### config.mk
export PLATFORM = sky130hd
export DESIGN_NAME = mc_sequencer_flat
export DESIGN_NICKNAME = d
export VERILOG_FILES = /design/src/rtl/mc_sequencer_if.sv /design/src/rtl/mc_sequencer.sv /design/src/flat_wrapper.sv
export SDC_FILE = /design/constraint.sdc
export NUM_CORES = 1
export LEC_CHECK = 0
export ABC_CLOCK_PERIOD_IN_PS = 2090
export CORE_MARGIN = 5
export CORE_UTILIZATION = 48
export CTS_BUF_LIST = sky130_fd_sc_hd__clkbuf_2
export DETAILED_ROUTE_END_ITERATION = 12
export GPL_ROUTABILITY_DRIVEN = 0
export PLACE_DENSITY = 0.87
export SETUP_SLACK_MARGIN = 0.5
export SLEW_MARGIN = 5
export SYNTH_ARGS = -nofsm -noshare
export SYNTH_HDL_FRONTEND = slang
export SYNTH_SLANG_ARGS = --single-unit
### constraint.sdc
create_clock -name clk -period 2.09 [get_ports clk]
set_clock_uncertainty 0.1 [all_clocks]
set_input_delay 0.3135 -clock clk [delete_from_list [all_inputs] [get_ports clk]]
set_output_delay 0.3135 -clock clk [all_outputs]
set_load 0.01 [all_outputs]
### src/rtl/mc_sequencer_if.sv
`default_nettype none
// ============================================================================
//  Module   : mc_sequencer_if
//  Purpose  : Control/flag bundle between the multicycle sequencer and datapath.
//  Revision : 1.0  initial release
// ============================================================================
interface mc_sequencer_if #(
    parameter int EXC_W = 3
);
    // datapath -> sequencer
    logic [5:0]       opcode;
    logic [5:0]       funct;
    logic             ov;
    logic             eq;
    logic             md_done;
    logic             md_dz;
    // sequencer -> datapath
    logic             pc_write;
    logic [1:0]       pc_src;
    logic             iord;
    logic             mem_rd;
    logic             mem_wr;
    logic             ir_write;
    logic             ab_write;
    logic [2:0]       alu_op;
    logic [1:0]       alu_srcb;
    logic             reg_write;
    logic [1:0]       reg_dst;
    logic             md_start;
    logic             md_op;
    logic             epc_write;
    logic [EXC_W-1:0] exc_code;
    logic             halted;

    modport master (
        input  opcode, funct, ov, eq, md_done, md_dz,
        output pc_write, pc_src, iord, mem_rd, mem_wr, ir_write, ab_write,
               alu_op, alu_srcb, reg_write, reg_dst, md_start, md_op,
               epc_write, exc_code, halted
    );

    modport slave (
        output opcode, funct, ov, eq, md_done, md_dz,
        input  pc_write, pc_src, iord, mem_rd, mem_wr, ir_write, ab_write,
               alu_op, alu_srcb, reg_write, reg_dst, md_start, md_op,
               epc_write, exc_code, halted
    );
endinterface
`default_nettype wire

### src/rtl/mc_sequencer.sv
`default_nettype none
// ============================================================================
//  Module   : mc_sequencer
//  Purpose  : Multicycle fetch/decode/execute control FSM for the MIPS-subset
//             datapath, with memory wait states, mult/div timeout and EPC.
//  Revision : 1.0  initial release
// ============================================================================
module mc_sequencer #(
    parameter int MEM_WAIT   = 1,
    parameter int MD_TIMEOUT = 40,
    parameter int EXC_W      = 3
) (
    input  logic          clk,
    input  logic          reset,
    mc_sequencer_if.master bus
);
    localparam int c_md_cw = $clog2(MD_TIMEOUT);
    localparam logic [3:0]         c_mem_last = 4'(MEM_WAIT);
    localparam logic [c_md_cw-1:0] c_md_last  = c_md_cw'(MD_TIMEOUT - 1);

    localparam logic [5:0] c_op_rtype = 6'h00;
    localparam logic [5:0] c_op_j     = 6'h02;
    localparam logic [5:0] c_op_jal   = 6'h03;
    localparam logic [5:0] c_op_beq   = 6'h04;
    localparam logic [5:0] c_op_bne   = 6'h05;
    localparam logic [5:0] c_op_addi  = 6'h08;
    localparam logic [5:0] c_op_slti  = 6'h0a;
    localparam logic [5:0] c_op_lw    = 6'h23;
    localparam logic [5:0] c_op_sw    = 6'h2b;

    localparam logic [5:0] c_fn_jr    = 6'h08;
    localparam logic [5:0] c_fn_break = 6'h0d;
    localparam logic [5:0] c_fn_mult  = 6'h18;
    localparam logic [5:0] c_fn_div   = 6'h1a;
    localparam logic [5:0] c_fn_add   = 6'h20;
    localparam logic [5:0] c_fn_sub   = 6'h22;
    localparam logic [5:0] c_fn_and   = 6'h24;
    localparam logic [5:0] c_fn_slt   = 6'h2a;

    localparam logic [2:0] c_alu_add = 3'd0;
    localparam logic [2:0] c_alu_sub = 3'd1;
    localparam logic [2:0] c_alu_and = 3'd2;
    localparam logic [2:0] c_alu_slt = 3'd3;

    typedef enum logic [4:0] {
        S_RST, S_FETCH, S_LATCH, S_DECODE, S_EXEC_R, S_EXEC_I, S_WB,
        S_MEM_ADDR, S_MEM_RD, S_MEM_WB, S_MEM_WR, S_BRANCH, S_JUMP,
        S_MD_START, S_MD_WAIT, S_EXC, S_HALT
    } state_t;

    state_t             r_state;
    state_t             w_state_nxt;
    logic [3:0]         r_mem_cnt;
    logic [c_md_cw-1:0] r_md_cnt;
    logic [EXC_W-1:0]   r_exc_code;
    logic               r_halted;
    logic [EXC_W-1:0]   w_exc_nxt;

    logic [5:0] w_opcode;
    logic [5:0] w_funct;
    logic       w_is_r;
    logic       w_mem_last;

    logic       w_pc_write;
    logic [1:0] w_pc_src;
    logic       w_iord;
    logic       w_mem_rd;
    logic       w_mem_wr;
    logic       w_ir_write;
    logic       w_ab_write;
    logic [2:0] w_alu_op;
    logic [1:0] w_alu_srcb;
    logic       w_reg_write;
    logic [1:0] w_reg_dst;
    logic       w_md_start;
    logic       w_md_op;
    logic       w_epc_write;

    assign w_opcode = bus.opcode;
    assign w_funct  = bus.funct;
    assign w_is_r   = (w_opcode == c_op_rtype);
    // Address phase spans two cycles so ALUOut is settled before the strobe.
    assign w_mem_last = (r_mem_cnt == ((r_state == S_MEM_ADDR) ? 4'd1 : c_mem_last));

    always_comb begin
        w_state_nxt = r_state;
        w_exc_nxt   = '0;
        w_pc_write  = 1'b0;
        w_pc_src    = 2'd0;
        w_iord      = 1'b0;
        w_mem_rd    = 1'b0;
        w_mem_wr    = 1'b0;
        w_ir_write  = 1'b0;
        w_ab_write  = 1'b0;
        w_alu_op    = c_alu_add;
        w_alu_srcb  = 2'd0;
        w_reg_write = 1'b0;
        w_reg_dst   = 2'd0;
        w_md_start  = 1'b0;
        w_md_op     = 1'b0;
        w_epc_write = 1'b0;
        case (r_state)
            S_RST: w_state_nxt = S_FETCH;
            S_FETCH: begin
                w_mem_rd = 1'b1;
                if (w_mem_last) w_state_nxt = S_LATCH;
            end
            S_LATCH: begin
                w_ir_write  = 1'b1;
                w_alu_srcb  = 2'd1;
                w_pc_write  = 1'b1;
                w_state_nxt = S_DECODE;
            end
            S_DECODE: begin
                w_ab_write = 1'b1;
                w_alu_srcb = 2'd3;
                if (w_is_r) begin
                    case (w_funct)
                        c_fn_add, c_fn_sub, c_fn_and, c_fn_slt: w_state_nxt = S_EXEC_R;
                        c_fn_mult, c_fn_div:                    w_state_nxt = S_MD_START;
                        c_fn_jr:                                w_state_nxt = S_JUMP;
                        c_fn_break:                             w_state_nxt = S_HALT;
                        default: begin
                            w_state_nxt = S_EXC;
                            w_exc_nxt   = EXC_W'(1);
                        end
                    endcase
                end else begin
                    case (w_opcode)
                        c_op_addi, c_op_slti: w_state_nxt = S_EXEC_I;
                        c_op_lw, c_op_sw:     w_state_nxt = S_MEM_ADDR;
                        c_op_beq, c_op_bne:   w_state_nxt = S_BRANCH;
                        c_op_j, c_op_jal:     w_state_nxt = S_JUMP;
                        default: begin
                            w_state_nxt = S_EXC;
                            w_exc_nxt   = EXC_W'(1);
                        end
                    endcase
                end
            end
            S_EXEC_R: begin
                case (w_funct)
                    c_fn_sub: w_alu_op = c_alu_sub;
                    c_fn_and: w_alu_op = c_alu_and;
                    c_fn_slt: w_alu_op = c_alu_slt;
                    default:  w_alu_op = c_alu_add;
                endcase
                if (bus.ov && (w_funct == c_fn_add || w_funct == c_fn_sub)) begin
                    w_state_nxt = S_EXC;
                    w_exc_nxt   = EXC_W'(2);
                end else begin
                    w_state_nxt = S_WB;
                end
            end
            S_EXEC_I: begin
                w_alu_srcb = 2'd2;
                w_alu_op   = (w_opcode == c_op_slti) ? c_alu_slt : c_alu_add;
                if (bus.ov && w_opcode == c_op_addi) begin
                    w_state_nxt = S_EXC;
                    w_exc_nxt   = EXC_W'(2);
                end else begin
                    w_state_nxt = S_WB;
                end
            end
            S_WB: begin
                w_reg_write = 1'b1;
                w_reg_dst   = w_is_r ? 2'd1 : 2'd0;
                w_state_nxt = S_FETCH;
            end
            S_MEM_ADDR: begin
                w_alu_srcb = 2'd2;
                if (w_mem_last) w_state_nxt = (w_opcode == c_op_lw) ? S_MEM_RD : S_MEM_WR;
            end
            S_MEM_RD: begin
                w_mem_rd = 1'b1;
                w_iord   = 1'b1;
                if (w_mem_last) w_state_nxt = S_MEM_WB;
            end
            S_MEM_WB: begin
                w_reg_write = 1'b1;
                w_state_nxt = S_FETCH;
            end
            S_MEM_WR: begin
                w_mem_wr = 1'b1;
                w_iord   = 1'b1;
                if (w_mem_last) w_state_nxt = S_FETCH;
            end
            S_BRANCH: begin
                w_alu_op    = c_alu_sub;
                w_pc_src    = 2'd1;
                w_pc_write  = ((w_opcode == c_op_beq) && bus.eq) ||
                              ((w_opcode == c_op_bne) && !bus.eq);
                w_state_nxt = S_FETCH;
            end
            S_JUMP: begin
                w_pc_src   = 2'd2;
                w_pc_write = 1'b1;
                if (w_opcode == c_op_jal) begin
                    w_reg_write = 1'b1;
                    w_reg_dst   = 2'd2;
                end
                w_state_nxt = S_FETCH;
            end
            S_MD_START: begin
                w_md_start  = 1'b1;
                w_md_op     = (w_funct == c_fn_div);
                w_state_nxt = S_MD_WAIT;
            end
            S_MD_WAIT: begin
                w_md_op = (w_funct == c_fn_div);
                // A completion on the final allowed cycle beats the timeout.
                if (bus.md_done) begin
                    if (bus.md_dz && w_funct == c_fn_div) begin
                        w_state_nxt = S_EXC;
                        w_exc_nxt   = EXC_W'(3);
                    end else begin
                        w_state_nxt = S_FETCH;
                    end
                end else if (r_md_cnt == c_md_last) begin
                    w_state_nxt = S_EXC;
                    w_exc_nxt   = EXC_W'(4);
                end
            end
            S_EXC: begin
                w_epc_write = 1'b1;
                w_pc_src    = 2'd3;
                w_pc_write  = 1'b1;
                w_state_nxt = S_FETCH;
            end
            S_HALT:  w_state_nxt = S_HALT;
            default: w_state_nxt = S_RST;
        endcase
    end

    always_ff @(posedge clk or negedge reset) begin
        if (!reset) begin
            r_state    <= S_RST;
            r_mem_cnt  <= 4'd0;
            r_md_cnt   <= '0;
            r_exc_code <= '0;
            r_halted   <= 1'b0;
        end else begin
            r_state <= w_state_nxt;
            if (w_state_nxt != r_state) begin
                r_mem_cnt <= 4'd0;
            end else if (r_state == S_FETCH || r_state == S_MEM_ADDR ||
                         r_state == S_MEM_RD || r_state == S_MEM_WR) begin
                r_mem_cnt <= r_mem_cnt + 4'd1;
            end
            if (r_state == S_MD_START) begin
                r_md_cnt <= '0;
            end else if (r_state == S_MD_WAIT && w_state_nxt == S_MD_WAIT) begin
                r_md_cnt <= r_md_cnt + 1'b1;
            end
            if (w_state_nxt == S_EXC)  r_exc_code <= w_exc_nxt;
            if (w_state_nxt == S_HALT) r_halted   <= 1'b1;
        end
    end

    assign bus.pc_write  = w_pc_write;
    assign bus.pc_src    = w_pc_src;
    assign bus.iord      = w_iord;
    assign bus.mem_rd    = w_mem_rd;
    assign bus.mem_wr    = w_mem_wr;
    assign bus.ir_write  = w_ir_write;
    assign bus.ab_write  = w_ab_write;
    assign bus.alu_op    = w_alu_op;
    assign bus.alu_srcb  = w_alu_srcb;
    assign bus.reg_write = w_reg_write;
    assign bus.reg_dst   = w_reg_dst;
    assign bus.md_start  = w_md_start;
    assign bus.md_op     = w_md_op;
    assign bus.epc_write = w_epc_write;
    assign bus.exc_code  = r_exc_code;
    assign bus.halted    = r_halted;
endmodule
`default_nettype wire

### src/flat_wrapper.sv
// flat-port wrapper written by rule: the top's interface ports become plain ports
module mc_sequencer_flat 
#(
    parameter int MEM_WAIT   = 1,
    parameter int MD_TIMEOUT = 40,
    parameter int EXC_W      = 3
)
  (clk, reset, bus_opcode, bus_funct, bus_ov, bus_eq, bus_md_done, bus_md_dz, bus_pc_write, bus_pc_src, bus_iord, bus_mem_rd, bus_mem_wr, bus_ir_write, bus_ab_write, bus_alu_op, bus_alu_srcb, bus_reg_write, bus_reg_dst, bus_md_start, bus_md_op, bus_epc_write, bus_exc_code, bus_halted);
  mc_sequencer_if #(.EXC_W(EXC_W)) bus_i ();
  input  logic clk;
  input  logic reset;
  input wire logic [$bits(bus_i.opcode)-1:0] bus_opcode;
  input wire logic [$bits(bus_i.funct)-1:0] bus_funct;
  input wire logic [$bits(bus_i.ov)-1:0] bus_ov;
  input wire logic [$bits(bus_i.eq)-1:0] bus_eq;
  input wire logic [$bits(bus_i.md_done)-1:0] bus_md_done;
  input wire logic [$bits(bus_i.md_dz)-1:0] bus_md_dz;
  output wire logic [$bits(bus_i.pc_write)-1:0] bus_pc_write;
  output wire logic [$bits(bus_i.pc_src)-1:0] bus_pc_src;
  output wire logic [$bits(bus_i.iord)-1:0] bus_iord;
  output wire logic [$bits(bus_i.mem_rd)-1:0] bus_mem_rd;
  output wire logic [$bits(bus_i.mem_wr)-1:0] bus_mem_wr;
  output wire logic [$bits(bus_i.ir_write)-1:0] bus_ir_write;
  output wire logic [$bits(bus_i.ab_write)-1:0] bus_ab_write;
  output wire logic [$bits(bus_i.alu_op)-1:0] bus_alu_op;
  output wire logic [$bits(bus_i.alu_srcb)-1:0] bus_alu_srcb;
  output wire logic [$bits(bus_i.reg_write)-1:0] bus_reg_write;
  output wire logic [$bits(bus_i.reg_dst)-1:0] bus_reg_dst;
  output wire logic [$bits(bus_i.md_start)-1:0] bus_md_start;
  output wire logic [$bits(bus_i.md_op)-1:0] bus_md_op;
  output wire logic [$bits(bus_i.epc_write)-1:0] bus_epc_write;
  output wire logic [$bits(bus_i.exc_code)-1:0] bus_exc_code;
  output wire logic [$bits(bus_i.halted)-1:0] bus_halted;
  assign bus_i.opcode = bus_opcode;
  assign bus_i.funct = bus_funct;
  assign bus_i.ov = bus_ov;
  assign bus_i.eq = bus_eq;
  assign bus_i.md_done = bus_md_done;
  assign bus_i.md_dz = bus_md_dz;
  assign bus_pc_write = bus_i.pc_write;
  assign bus_pc_src = bus_i.pc_src;
  assign bus_iord = bus_i.iord;
  assign bus_mem_rd = bus_i.mem_rd;
  assign bus_mem_wr = bus_i.mem_wr;
  assign bus_ir_write = bus_i.ir_write;
  assign bus_ab_write = bus_i.ab_write;
  assign bus_alu_op = bus_i.alu_op;
  assign bus_alu_srcb = bus_i.alu_srcb;
  assign bus_reg_write = bus_i.reg_write;
  assign bus_reg_dst = bus_i.reg_dst;
  assign bus_md_start = bus_i.md_start;
  assign bus_md_op = bus_i.md_op;
  assign bus_epc_write = bus_i.epc_write;
  assign bus_exc_code = bus_i.exc_code;
  assign bus_halted = bus_i.halted;
  mc_sequencer #(.MEM_WAIT(MEM_WAIT), .MD_TIMEOUT(MD_TIMEOUT), .EXC_W(EXC_W)) u_core (.clk(clk), .reset(reset), .bus(bus_i));
endmodule
# Yosys cells after proc, flatten, opt, wreduce, memory -nomap -nowiden
# Index checks and enable logic that the tools add are counted.
dict set report totals {
  ff_bits 19
  latch_bits 0
  mem_bits_rw 0
  mem_bits_ro 0
  in_bits 18
  output_inout_bits 23
  wordCells 122
  memories 0
}
dict set report op_classes {
  n_addsub 2
  multipliers 0
  n_div 0
  n_lt_le_gt_ge 0
  n_eq_ne 38
  shifts 0
  mux 46
  bitwise 0
  n_reduce_logical 31
}
# cell n
set op_table {}
lappend op_table {{5-bit case mux with 12 select lines} 1}
lappend op_table {{5-bit by 4-bit equality test with 1-bit output, second input constant} 10}
lappend op_table {{6-bit equality test, second input constant} 7}
lappend op_table {{5-bit two-way mux} 7}
lappend op_table {{6-bit by 4-bit equality test with 1-bit output, second input constant} 4}
lappend op_table {{5-bit by 3-bit equality test with 1-bit output, second input constant} 4}
lappend op_table {{4-bit two-way mux} 5}
lappend op_table {{5-bit case mux with 4 select lines} 1}
lappend op_table {{2-bit OR reduction} 10}
lappend op_table {{2-bit case mux with 3 select lines} 3}
lappend op_table {{4-bit case mux with 4 select lines} 1}
lappend op_table {{8-bit OR reduction} 2}
lappend op_table {{6-bit by 2-bit equality test with 1-bit output, second input constant} 2}
lappend op_table {{6-bit by 3-bit equality test with 1-bit output, second input constant} 2}
lappend op_table {{6-bit by 5-bit equality test with 1-bit output, second input constant} 2}
lappend op_table {{1-bit two-way mux} 12}
lappend op_table {{2-bit two-way mux} 6}
lappend op_table {{6-bit two-way mux} 2}
lappend op_table {{3-bit case mux with 4 select lines} 1}
lappend op_table {{5-bit by 2-bit equality test with 1-bit output, second input constant} 2}
lappend op_table {{5-bit equality test, second input constant} 2}
lappend op_table {{3-bit two-way mux} 3}
lappend op_table {{3-bit case mux with 3 select lines} 1}
lappend op_table {{6-bit by 1-bit adder with 6-bit output, second input constant} 1}
lappend op_table {{15 further kinds} 26}

# Depth between registers and ports, before layout
# Gate-level depths: netlist of the first run.
dict set report logic_depth {
  word_depth 9
  mapped_depth 8
  mapped_depth_nobuf 8
}

# Least setup slack after synthesis of the first run
# No wires, ideal clock.
dict set report synth_timing {
  path_kind {register to output}
  start {reg u_core.r_state[3]}
  end {out bus_alu_op[0]}
  t_arrival_ns 1.984
  path_slack_ns -0.307
  path_stages_with_launch 5
  n_path_buf 1
  cell_sequence {dfrtp_1 -> buf_2 -> or3b_2 -> or3_2 -> o311ai_0}
}
dict set report synth_via {
  elab_chain_cells 2
}
# element line_no
set synth_rtl {}
lappend synth_rtl {{start, declared} mc_sequencer.sv:51} ;# state_t r_state;
lappend synth_rtl {{start signal, assigned} mc_sequencer.sv:243} ;# r_state <= w_state_nxt;
lappend synth_rtl {{5-bit by 4-bit equality test with 1-bit output or 5-bit by 3-bit equality test with 1-bit output (tied branches)} mc_sequencer.sv:102} ;# case (r_state)
lappend synth_rtl {{3-bit case mux with 3 select lines (*)} mc_sequencer.sv:102}
lappend synth_rtl {{end, declared} flat_wrapper.sv:25} ;# output wire logic [$bits(bus_i.alu_op)-1:0] bus_alu_op;
# Every way passes the cells marked *; elsewhere a longest branch is shown, timed or not.

# Worst setup path in the final report of the first run
dict set report layout_timing {
  start {in bus_opcode[5]}
  end {reg u_core.r_mem_cnt[2]}
}
dict set report layout_via {
  elab_chain_cells 7
}
# element line_no
set layout_rtl {}
lappend layout_rtl {{start, declared} flat_wrapper.sv:12} ;# input wire logic [$bits(bus_i.opcode)-1:0] bus_opcode;
lappend layout_rtl {{6-bit by 2-bit equality test with 1-bit output (tied with other cells)} mc_sequencer.sv:129} ;# case (w_opcode)
lappend layout_rtl {{2-bit OR reduction} mc_sequencer.sv:129}
lappend layout_rtl {{4-bit case mux with 4 select lines} mc_sequencer.sv:129}
lappend layout_rtl {{5-bit two-way mux} mc_sequencer.sv:117} ;# if (w_is_r) begin
lappend layout_rtl {{5-bit case mux with 12 select lines (*)} mc_sequencer.sv:102}
lappend layout_rtl {{5-bit != test (*)} mc_sequencer.sv:244} ;# if (w_state_nxt != r_state) begin
lappend layout_rtl {{4-bit two-way mux or 2-bit nonzero test (tied branches)} --}
lappend layout_rtl {{end signal, assigned} mc_sequencer.sv:248} ;# r_mem_cnt <= r_mem_cnt + 4'd1;
lappend layout_rtl {{end, declared} mc_sequencer.sv:53} ;# logic [3:0] r_mem_cnt;
# Marked as above.
# A chain may end at the register's enable or synchronous reset.

==> results of run 1 <==
[final timing paths]
check	slack, ns	end	startpoint	cells past startpoint
hold reg to reg	0.46	u_core.bus.exc_code[0]	u_core.bus.exc_code[0]	1
setup reg to reg	-0.62	u_core.r_mem_cnt[2]	u_core.r_state[3]	7
max in group asynchronous	1.45	u_core.r_state[0]	reset	2
setup / recovery	-0.92	u_core.r_mem_cnt[2]	bus_opcode[5]	10
hold / removal	0.21	u_core.r_mem_cnt[3]	reset	2
min in group clk	0.46	u_core.bus.exc_code[0]	u_core.bus.exc_code[0]	1
[sequential cells by signal, indices dropped and copies added, names as in the netlist]
name                 count
u_core.r_state           5
u_core.bus.exc_code      3
u_core.r_mem_cnt         4
u_core.bus.halted        1
u_core.r_md_cnt          6
[per-stage QoR]
stage	util (%)	hold slack, ns
final	97.7	0.208
after global routing	97.7	0.218
after CTS	91.0	0.235
after detailed placement	75.4	0.374
after global placement	75.4	0.355
after floorplan	-	-0.0821
[cells by family after synthesis]
| family | after synthesis |
|---|---|
| flops | 19 |
| xor+xnor | 11 |
| simple gates | 121 |
| fa+ha+maj | 3 |
| buf+inv | 24 |
| compound gates | 53 |
| other cells | 1 |
[power groups by stage]
| stage | registers, mW | clock network [mW] | logic, mW |
|---|---|---|---|
| floorplan | 0.593 | 0 | 1.32 |
| global placement | 0.570 | 0 | 2.18 |
| detailed placement | 0.578 | 0 | 2.26 |
| CTS | 0.583 | 0.159 | 3.25 |
| global route | 0.627 | 0.183 | 4.31 |
| finish | 0.630 | 0.181 | 4.25 |
[metal layers]
layer	track usage, %	vias up	routed length, um
met5	5.05	-	43
met4	18.5	2	1560
met3	6.29	205	2330
met2	68.4	453	5990
met1	45.6	1520	4370
li1	-	1176	-
[cells in the mapped netlist, drive strengths merged, types with 4 or more instances]
cell | n | share of area, %
o21ai | 6 | 1.6
or3 | 4 | 1.6
buf | 9 | 3.4
o31a | 4 | 1.9
a21oi | 4 | 1.0
o22ai | 4 | 1.3
clkbuf | 5 | 1.6
inv | 10 | 2.0
dfrtp | 19 | 25
nand2b | 5 | 1.6
xnor2 | 8 | 4.0
nand2 | 18 | 3.5
nor3b | 5 | 2.0
nand4 | 8 | 2.9
nor4 | 7 | 2.6
a211o | 4 | 2.0
nor2 | 22 | 4.3
nand3b | 5 | 2.0
nor3 | 13 | 3.9
nor4b | 4 | 2.5
nand3 | 6 | 1.6
[worst max-delay path: stages]
cell	delay [ns]
dlygate4sd2_1	0.31
buf_4	0.19
nor3_1	0.73
buf_4	0.29
o311ai_0	0.28
nand3_1	0.32
nand4_1	0.14
a21boi_2	0.19
buf_6	0.15
nor4_4	0.23
[final cells by class]
class | instances | area, um^2 | share of cell area, %
multi-input combinational | 189 | 1830 | 47.4
timing repair buffer | 156 | 1430 | 37.1
sequential | 19 | 478 | 12.4
tap | 50 | 62.6 | 1.62
inverter | 10 | 37.5 | 0.975
clock buffer | 4 | 20.0 | 0.520
[timing repair]
action | 4_1_cts | 5_1_grt
setup buffers | 33 | 11
pin swaps | 32 | 19
gates cloned | 2 | 2
setup endpoints to repair | 41 | 37
gates resized for setup | 172 | 35
==> metrics.md, run 1 <==
| Metric | Value |
|---|---|
| Die area | `~5400 um^2` |
| Crit Path Max Fanout | `5` |
| Final Power | `5.07 mW` |
| Vias in the first global route | `2833` |
| Worst slew pin tran | `1.08 ns` |
| # diodes | `0` |
| Via density | `7.84` |
| DRC Markers | `0` |
| Max Slew Vio Count | `0` |
| Switching portion of total power | `50.5%` |
| Tmin final | `roughly 3.0 ns` |
| Adder-cell share of the synthesized area | `just under 2%` |
| Synth warn | `0` |
| Setup violators final | `29` |
| Pwr dens | `1320 nW/um^2` |
| Starting Density | `roughly half` |
| Reg clk slew, reported paths | `0.20 ns` |
| Post-Route WL | `14300 um` |
| Clk sinks | `19` |
| Mapped Area | `1920 um^2` |
| Max clock buf depth | `2` |
| Design area | `approximately 3900 um^2` |
| Share of cells above drive strength 1 | `60.1%` |
| Ys async rst share | `100%` |
| Pint | `around 2.5 mW` |
| Io pins | `41` |
| Worst setup margin | `-0.917 ns` |
| #FFs+latches synth | `19` |
| Total congestion overflow | `0` |
| Synth unique cells | `73` |
| Clock group share of total power | `approximately 3.6%` |
| VDD IR max | `0.00104 V` |
| Net switching power | `around 2.6 mW` |
| Synth Instances | `232` |
| ANT nets after route | `0` |
| Max Clock Freq | `around 330 MHz` |
| Most frequent cells in the layout | `buf_4, buf_6, dfrtp_1, buf_2, nand2_1` |
| Post-Synthesis Mean Instance Area | `around 8.3 um^2` |
| Setup TNS | `-12.83 ns` |
| Core area | `a little under 4000 um^2` |
| Clock Root Buffer | `clkbuf_2` |
| Place WS | `-0.821 ns` |
| Period utilization | `144%` |
| Via count | `3356` |
| Antenna violations before repair | `0` |
| Failing checks | `negative setup slack` |
| Final hold vios | `0` |
| Hold buffer count at CTS | `0` |
| Critical path class | `in -> reg` |
| EDFF count, synth | `0` |
| Chip Width | `73.3 um` |
| # Max-Cap Violations | `0` |
| Net Count, Synth | `253` |
| Area growth syn-to-layout | `100%` |
| DRT iter0 DRCs | `859` |
| Fillers | `57` |
| Average routed wire per standard cell | `33.4 um` |
| Post-synthesis compound-gate area fraction | `22.1%` |
| Leakage | `1.71 nW` |
| Largest net degree at the start of global routing | `20` |
| Num CTS Buffers | `3` |
| Post-Synth XOR/XNOR Area | `5.40%` |
| Register area share after synthesis | `between 20% and 30%` |
| Tot GR Track Use | `39.0%` |
| Length of the first detailed-routing pass in iterations | `10` |
| Worst setup SP type | `input pin` |
| Main synth FF type | `dfrtp_1` |
| CP arrival | `3.17 ns` |
| Main combinational cell family by area after synthesis | `simple AND/OR/NAND/NOR gates` |
| Hold Path Class | `in -> async` |
| Clk Latency, worst-skew pair | `around 0.34 ns` |
| Wire length of the first global-routing pass | `15600 um` |
| IO buf count | `39` |
| CP Capture Type | `register` |
| Row cnt | `23` |
| Combinational power share | `between 80% and 90%` |
| Status | `finished with violations` |
| H-tree Lvls | `1` |
| Most common cell after layout, fill and taps aside | `buf_4` |
| CP required | `2.25 ns` |
| Post-synthesis mux area share | `0%` |
| Simple-Gate Fraction of Synth Area | `38.7%` |
| Non-filler cells, final | `428` |
| Reg power frac | `12.4%` |
| CTS tree | `built` |
| Nets | `400` |
| Placed wire-length estimate | `5100 um` |
| Placed cell areas | `2970 um^2` |
| Placed Cells | `between 300 and 400` |
| Slew HR | `27.7%` |
| RSZ-0062 raised after global routing | `yes` |
| Die Y-Extent | `73.3 um` |
Power figures use the tool's default switching activity.
==> run 2, diff against run 1 <==
Settings changed: SKIP_CTS_REPAIR_TIMING set to 1.
==> metrics.md, run 2 <==
| Metric | Value |
|---|---|
| IO buf count | `39 (unchanged)` |
| Post-Synthesis Mean Instance Area | `8.29 um^2 (unchanged)` |
| Die Y-Extent | `73.3 um (unchanged)` |
| Cell taking the most area after synthesis | `dfrtp_1 (unchanged)` |
| Register area share after synthesis | `24.7% (unchanged)` |
| EDFF count, synth | `0 (unchanged)` |
| Num CTS Buffers | `3 (unchanged)` |
| Placed wire-length estimate | `5100 um (unchanged)` |
| Starting Density | `48.8% (unchanged)` |
| Row cnt | `23 (unchanged)` |
| Synth unique cells | `73 (unchanged)` |
| Top-count cell post-synth | `nor2_1 (unchanged)` |
| Top cells by area, synth | `dfrtp_1, nor2_1, nand2_1 (unchanged)` |
| #FFs+latches synth | `19 (unchanged)` |
| Io pins | `41 (unchanged)` |
| Antenna violations before repair | `0` |
| Post-synthesis mux area share | `0% (unchanged)` |
| Share of the synthesized area in the top cell type | `24.7% (unchanged)` |
| Simple-Gate Fraction of Synth Area | `38.7% (unchanged)` |
| Placed Cells | `376 (unchanged)` |
| Failed at | `global routing (5_1_grt)` |
| Clock Root Buffer | `clkbuf_2 (unchanged)` |
| Adder-cell share of the synthesized area | `1.95% (unchanged)` |
| WEP type | `sequential cell input` |
| Status | `did not finish (was finished with violations)` |
| Main combinational cell family by area after synthesis | `simple AND/OR/NAND/NOR gates (unchanged)` |
| Placed cell areas | `2970 um^2 (unchanged)` |
| Mapped Area | `1920 um^2 (unchanged)` |
| Post-Synth XOR/XNOR Area | `5.40% (unchanged)` |
| Synth warn | `0 (unchanged)` |
| Stop err | `[ERROR DPL-0033] detailed placement checks failed during check placement.` |
| Grt repair worst endpoint | `u_core.r_mem_cnt[1]$_DFFE_PN0P_/D` |
| Net Count, Synth | `253 (unchanged)` |
| Ys async rst share | `100% (unchanged)` |
| Largest net degree at the start of global routing | `25` |
| Max clock buf depth | `2 (unchanged)` |
| H-tree Lvls | `1 (unchanged)` |
| Most frequent cells after synthesis | `nor2_1, dfrtp_1, nand2_1, nor3_1, inv_1 (unchanged)` |
| Synth Instances | `232 (unchanged)` |
| Post-synthesis compound-gate area fraction | `22.1% (unchanged)` |
| Clk sinks | `19 (unchanged)` |
| Chip Width | `73.3 um (unchanged)` |
| Main synth FF type | `dfrtp_1 (unchanged)` |
-- run 2: cell counts after synthesis --
Identical to the previous run, type by type.
-- run 2: kinds of logic after synthesis --
| logic type | count (synthesis) |
|---|---|
| and+or+nand+nor | 121 |
| AOI/OAI and AO/OA | 53 |
| buffers and inverters | 24 |
| DFF | 19 |
| xor gates and xnor gates | 11 |
| adders and majority gates | 3 |
| other | 1 |
-- run 2: through the flow --
step           setup slack [ns]  hold WS [ns]
2_1_floorplan           0.00332       -0.0821
3_3_place_gp             -0.799         0.355
3_5_place_dp             -0.821         0.374
4_1_cts                  -0.846         0.235
==> run 3, diff against run 2 <==
Settings changed: ABC_CLOCK_PERIOD_IN_PS 2090 to 2700, CORE_UTILIZATION 48 to 40, CTS_BUF_LIST sky130_fd_sc_hd__clkbuf_2 to not set, PLACE_DENSITY 0.87 to not set, PLACE_DENSITY_LB_ADDON set to 0.15, SETUP_SLACK_MARGIN 0.5 to not set.
Clock period 2.09 ns to 2.7 ns, I/O delays scaled along.
==> metrics.md, run 3 (synthesized netlist as in run 1, its figures left out) <==
| Metric | Value |
|---|---|
| Crit Path Max Fanout | `2` |
| RSZ-0062 raised after global routing | `yes` |
| Leakage | `1.19 nW` |
| Area of the multi-input gates | `1350 um^2` |
| Crit-path max cell delay | `0.48 ns` |
| Period utilization | `99.5%` |
| Final Power | `2.16 mW` |
| Tmin final | `2.69 ns` |
| Share of cells above drive strength 1 | `28.3%` |
| Max Slew Vio Count | `0` |
| Chip Width | `79.3 um (was 73.3 um)` |
| # Max-Cap Violations | `0` |
| Io pins | `41 (unchanged)` |
| Vias in the first global route | `1989` |
| Average routed wire per standard cell | `approximately 16 um` |
| Worst slew pin tran | `0.808 ns` |
| Final hold vios | `0` |
| Clk sinks | `19 (unchanged)` |
| Max Clock Freq | `372 MHz` |
| Total congestion overflow | `0` |
| CP Capture Type | `output pin` |
| IO buf count | `39 (unchanged)` |
| H-tree Lvls | `1 (unchanged)` |
| Largest registers | `u_core.r_md_cnt x6, u_core.r_state x5, u_core.r_mem_cnt x4` |
| Placed Cells | `361 (was 376)` |
| Core area | `4690 um^2` |
| Tot GR Track Use | `between 10% and 20%` |
| Post-Route WL | `5800 um` |
| Pwr dens | `roughly 800 nW/um^2` |
| Via density | `5.72` |
| ANT nets after route | `0` |
| DRC Markers | `0` |
| Reg clk slew, reported paths | `0.06 ns` |
| Slew HR | `between 40% and 50%` |
| CP arrival | `2.18 ns` |
| Most frequent cells in the layout | `buf_4, clkdlybuf4s50_1, nor2_1, dfrtp_1, nand2_1` |
| Hold Path Class | `reg -> reg` |
| Critical path class | `in -> out` |
| Clk Latency, worst-skew pair | `0.26 ns` |
| Max reg flops | `6` |
| VDD IR max | `0.000534 V` |
| Area growth syn-to-layout | `43.1%` |
| M1 WL | `roughly 2800 um` |
| DR WL met3 | `222 um` |
| Non-filler cells, final | `about 370` |
| Reg with most FFs | `u_core.r_md_cnt` |
| Num CTS Buffers | `3 (unchanged)` |
| Placed wire-length estimate | `4590 um (was 5100 um)` |
| DRT iter0 DRCs | `140` |
| Via count | `2087` |
| Crit path max-delay cell type | `or3_2` |
| Met2 wire length | `2720 um` |
| Antenna violations before repair | `0` |
| Row cnt | `25 (was 23)` |
| Nets | `333` |
| Die Y-Extent | `79.3 um (was 73.3 um)` |
| Worst setup SP type | `input pin` |
| # diodes | `0` |
| Max clock buf depth | `2 (unchanged)` |
| CP required | `2.19 ns` |
| Storage cell area | `between 400 and 500 um^2` |
| Wire length of the first global-routing pass | `~9700 um` |
| Most common cell after layout, fill and taps aside | `buf_4` |
| Length of the first detailed-routing pass in iterations | `4` |
| Cell Chain, Critical Path | `clkdlybuf4s50_1, or4b_4, or3_2, o311ai_2, buf_2` |
| Status | `completed (was did not finish)` |
| Uppermost layer routed | `met4` |
| Die area | `around 6300 um^2` |
| Starting Density | `41.0% (was 48.8%)` |
| Largest net degree at the start of global routing | `25` |
| Setup violators final | `0` |
| Fillers | `roughly 460` |
| CTS tree | `built` |
| Clock Root Buffer | `clkbuf_8 (was clkbuf_2)` |
==> run 3: stage by stage <==
| step | hold slack (ns) | utilization [%] | cell area, um^2 | setup TNS (ns) | worst slack (ns) |
|---|---|---|---|---|---|
| 4_1_cts | 0.378 | 57.7 | 2710 | -1.08 | -0.498 |
| 3_3_place_gp | 0.359 | 56.7 | 2660 | -1.73 | -0.473 |
| 6_report | 0.379 | 58.7 | 2750 | 0 | 0.0127 |
| 5_1_grt | 0.396 | 58.7 | 2750 | -0.0696 | -0.0696 |
| 3_5_place_dp | 0.356 | 56.7 | 2660 | -2.06 | -0.490 |
| 2_1_floorplan | 0.00941 | - | 1920 | 0 | 0.211 |
==> run 3: power by group <==
| part | leakage, nW | switching (mW) | internal (mW) |
|---|---|---|---|
| logic | 0.920 | 0.781 | 0.734 |
| registers | 0.243 | 0.0783 | 0.376 |
| clock network | 0.0228 | 0.0878 | 0.105 |
| total | 1.19 | 0.947 | 1.21 |
==> run 3: final cells by class <==
class	instances	area share [%]
Clock buffer	4	1.64
Inverter	10	1.36
Multi-Input combinational cell	189	49.1
Sequential cell	19	17.3
Tap cell	54	2.45
Timing Repair Buffer	89	28.1
==> run 3: critical path: cells and delay by family <==
kind            cells  cell delay (ns)
compound gates      1             0.21
buf+inv             2             0.63
simple gates        2             0.94
==> run 3: layer usage <==
layer / vias up / global-route usage [%]
met5: - / 0
met4: 0 / 4.98
met3: 5 / 2.04
met2: 54 / 30.1
met1: 985 / 28.7
li1: 1043 / -
==> run 3: worst paths after layout <==
check                                        from                     end  slack, ns  depth (start not counted)
worst max-delay path                 bus_funct[5]           bus_alu_op[0]       0.01                          5
worst min-delay path            u_core.bus.halted       u_core.bus.halted       0.38                          1
worst max register to register  u_core.r_state[0]  u_core.bus.exc_code[1]       0.19                          8
worst min register to register  u_core.bus.halted       u_core.bus.halted       0.38                          1
max in group asynchronous                   reset       u_core.r_state[1]       1.48                          1
min in group asynchronous                   reset     u_core.r_mem_cnt[3]       0.51                          1
==> run 4, diff against run 3 <==
Settings changed: PLACE_DENSITY set to 0.64, PLACE_DENSITY_LB_ADDON 0.15 to not set, SKIP_LAST_GASP set to 1.
==> metrics.md, run 4 (synthesized netlist as in run 1, its figures left out) <==
| Metric | Value |
|---|---|
| DRC Markers | `0 (unchanged)` |
| Largest net degree at the start of global routing | `25 (unchanged)` |
| DRT iter0 DRCs | `154 (was 140)` |
| Setup TNS | `-0.0185 ns (was 0 ns)` |
| Placed cell areas | `2650 um^2 (was 2660 um^2)` |
| Leakage | `1.17 nW (was 1.19 nW)` |
| Largest registers | `u_core.r_md_cnt x6, u_core.r_state x5, u_core.r_mem_cnt x4 (unchanged)` |
| CP required | `2.19 ns (about the same)` |
| Clk sinks | `19 (unchanged)` |
| Max Clock Freq | `368 MHz (was 372 MHz)` |
| Wire length of the first global-routing pass | `9390 um (was 9690 um)` |
| Design area | `2730 um^2 (was 2750 um^2)` |
| Crit Path Max Fanout | `2 (unchanged)` |
| Chip Width | `79.3 um (unchanged)` |
| Antenna violations before repair | `0 (unchanged)` |
| Die Y-Extent | `79.3 um (unchanged)` |
| IO buf count | `39 (unchanged)` |
| ANT nets after route | `0 (unchanged)` |
| Placed wire-length estimate | `4570 um (was 4590 um)` |
| Num CTS Buffers | `3 (unchanged)` |
| Tot GR Track Use | `18.4% (was 19.4%)` |
| Min-Delay Endpoint | `u_core.bus.halted (unchanged)` |
| Hold Path Class | `reg -> reg (unchanged)` |
| Period utilization | `101% (was 99.5%)` |
| R2r endpoint | `u_core.bus.exc_code[1] (unchanged)` |
| Setup violators final | `1 (was 0)` |
| R2R depth | `8 (unchanged)` |
| Clock Root Buffer | `clkbuf_8 (unchanged)` |
| Post-Route WL | `5830 um (was 5800 um)` |
| Most frequent cells in the layout | `buf_4, clkdlybuf4s50_1, nor2_1, dfrtp_1, nand2_1 (unchanged)` |
| Max Slew Vio Count | `0 (unchanged)` |
| Core area | `4690 um^2 (unchanged)` |
| Share of cells above drive strength 1 | `27.2% (was 28.3%)` |
| Row cnt | `25 (unchanged)` |
| Hold Path Cell Cnt | `1 (unchanged)` |
| Worst slew pin tran | `0.854 ns (was 0.808 ns)` |
| Average routed wire per standard cell | `16.1 um (was 15.9 um)` |
| Area growth syn-to-layout | `42.2% (was 43.1%)` |
| Length of the first detailed-routing pass in iterations | `5 (was 4)` |
| Final hold vios | `0 (unchanged)` |
| Hold slack final | `0.393 ns (was 0.379 ns)` |
| Final Power | `2.14 mW (was 2.16 mW)` |
| Via density | `5.71 (was 5.72)` |
| Pwr dens | `782 nW/um^2 (was 785 nW/um^2)` |
| Reg clk slew, reported paths | `0.07 ns (was 0.06 ns)` |
| Status | `finished with violations (was completed)` |
| CP arrival | `2.21 ns (was 2.18 ns)` |
| Slew HR | `42.9% (was 46.0%)` |
| Vias in the first global route | `1886 (was 1989)` |
| Die area | `6290 um^2 (unchanged)` |
| CP Capture Type | `output pin (unchanged)` |
| Worst setup SP type | `input pin (unchanged)` |
| CTS tree | `built (unchanged)` |
| RSZ-0062 raised after global routing | `yes (unchanged)` |
| Via count | `2073 (was 2087)` |
| Failing checks | `negative setup slack` |
| Critical path class | `in -> out (unchanged)` |
| Worst reg2reg setup slack | `0.23 ns (was 0.19 ns)` |
| VDD IR max | `0.000345 V (was 0.000534 V)` |
| Max clock buf depth | `2 (unchanged)` |
| Place WS | `-0.484 ns (was -0.490 ns)` |
| Critical R2R Launch | `u_core.r_state[0] (unchanged)` |
| # Max-Cap Violations | `0 (unchanged)` |
| Total congestion overflow | `0 (unchanged)` |
| Nets | `331 (was 333)` |
| Tmin final | `2.72 ns (was 2.69 ns)` |
| Worst setup margin | `-0.0185 ns (was 0.0127 ns)` |
| Reg with most FFs | `u_core.r_md_cnt (unchanged)` |
| # diodes | `0 (unchanged)` |
| Clk Latency, worst-skew pair | `0.25 ns (was 0.26 ns)` |
| Most common cell after layout, fill and taps aside | `buf_4 (unchanged)` |
| H-tree Lvls | `1 (unchanged)` |
| Io pins | `41 (unchanged)` |
| Max reg flops | `6 (unchanged)` |
| Starting Density | `41.0% (unchanged)` |
| Min-delay src | `u_core.bus.halted (unchanged)` |
[run 4: cell types whose count changed in the layout (fill, tap and decap cells not counted), sizes merged]
cell | before | now
buf | 51 | 48
clkbuf | 4 | 5
[run 4: final cells by class]
| cell class | count | area (um^2) |
|---|---|---|
| fill | 453 | 1960 |
| tap | 54 | 67.6 |
| timing repair buffer | 87 | 756 |
| sequential | 19 | 475 |
| clock buffer | 4 | 45.0 |
| inverter | 10 | 37.5 |
| multi-input combinational | 189 | 1350 |
[run 4: where the power goes]
part           total, mW  internal, mW  switching, mW
combinational       1.49         0.711          0.777
sequential         0.454         0.376         0.0785
clock              0.196         0.105         0.0917
total               2.14          1.19          0.947
[run 4: stage by stage]
step	instances	util, %
floorplan	232	-
global placement	359	56.4
detailed placement	359	56.4
CTS	363	57.3
global route	363	58.3
finish	363	58.3
[run 4: worst max-delay path, cell delays in order]
cell,delay [ns]
clkdlybuf4s50_1,0.47
or4b_4,0.46
or3_2,0.47
o311ai_1,0.22
dlymetal6s2s_1,0.20
[run 4: per-layer routing]
metal | part of all wire (%) | global-route usage (%)
met1 | 50 | 28.4
met2 | 46 | 29.0
met3 | 3.7 | 1.47
met4 | 0 | 1.55
met5 | 0 | 0
[run 4: how the worst max path moves through the flow]
stage | from | endpoint | cells past startpoint | slack (ns)
after detailed placement | bus_funct[5] | bus_alu_op[0] | 5 | -0.48
after floorplan | u_core.r_state[3] | bus_alu_op[0] | 4 | 0.21
after CTS | bus_funct[5] | bus_alu_op[0] | 5 | -0.49
final | bus_funct[5] | bus_alu_op[0] | 5 | -0.02
after global placement | bus_funct[5] | bus_alu_op[0] | 5 | -0.47
after global routing | bus_funct[4] | bus_alu_op[0] | 5 | -0.14
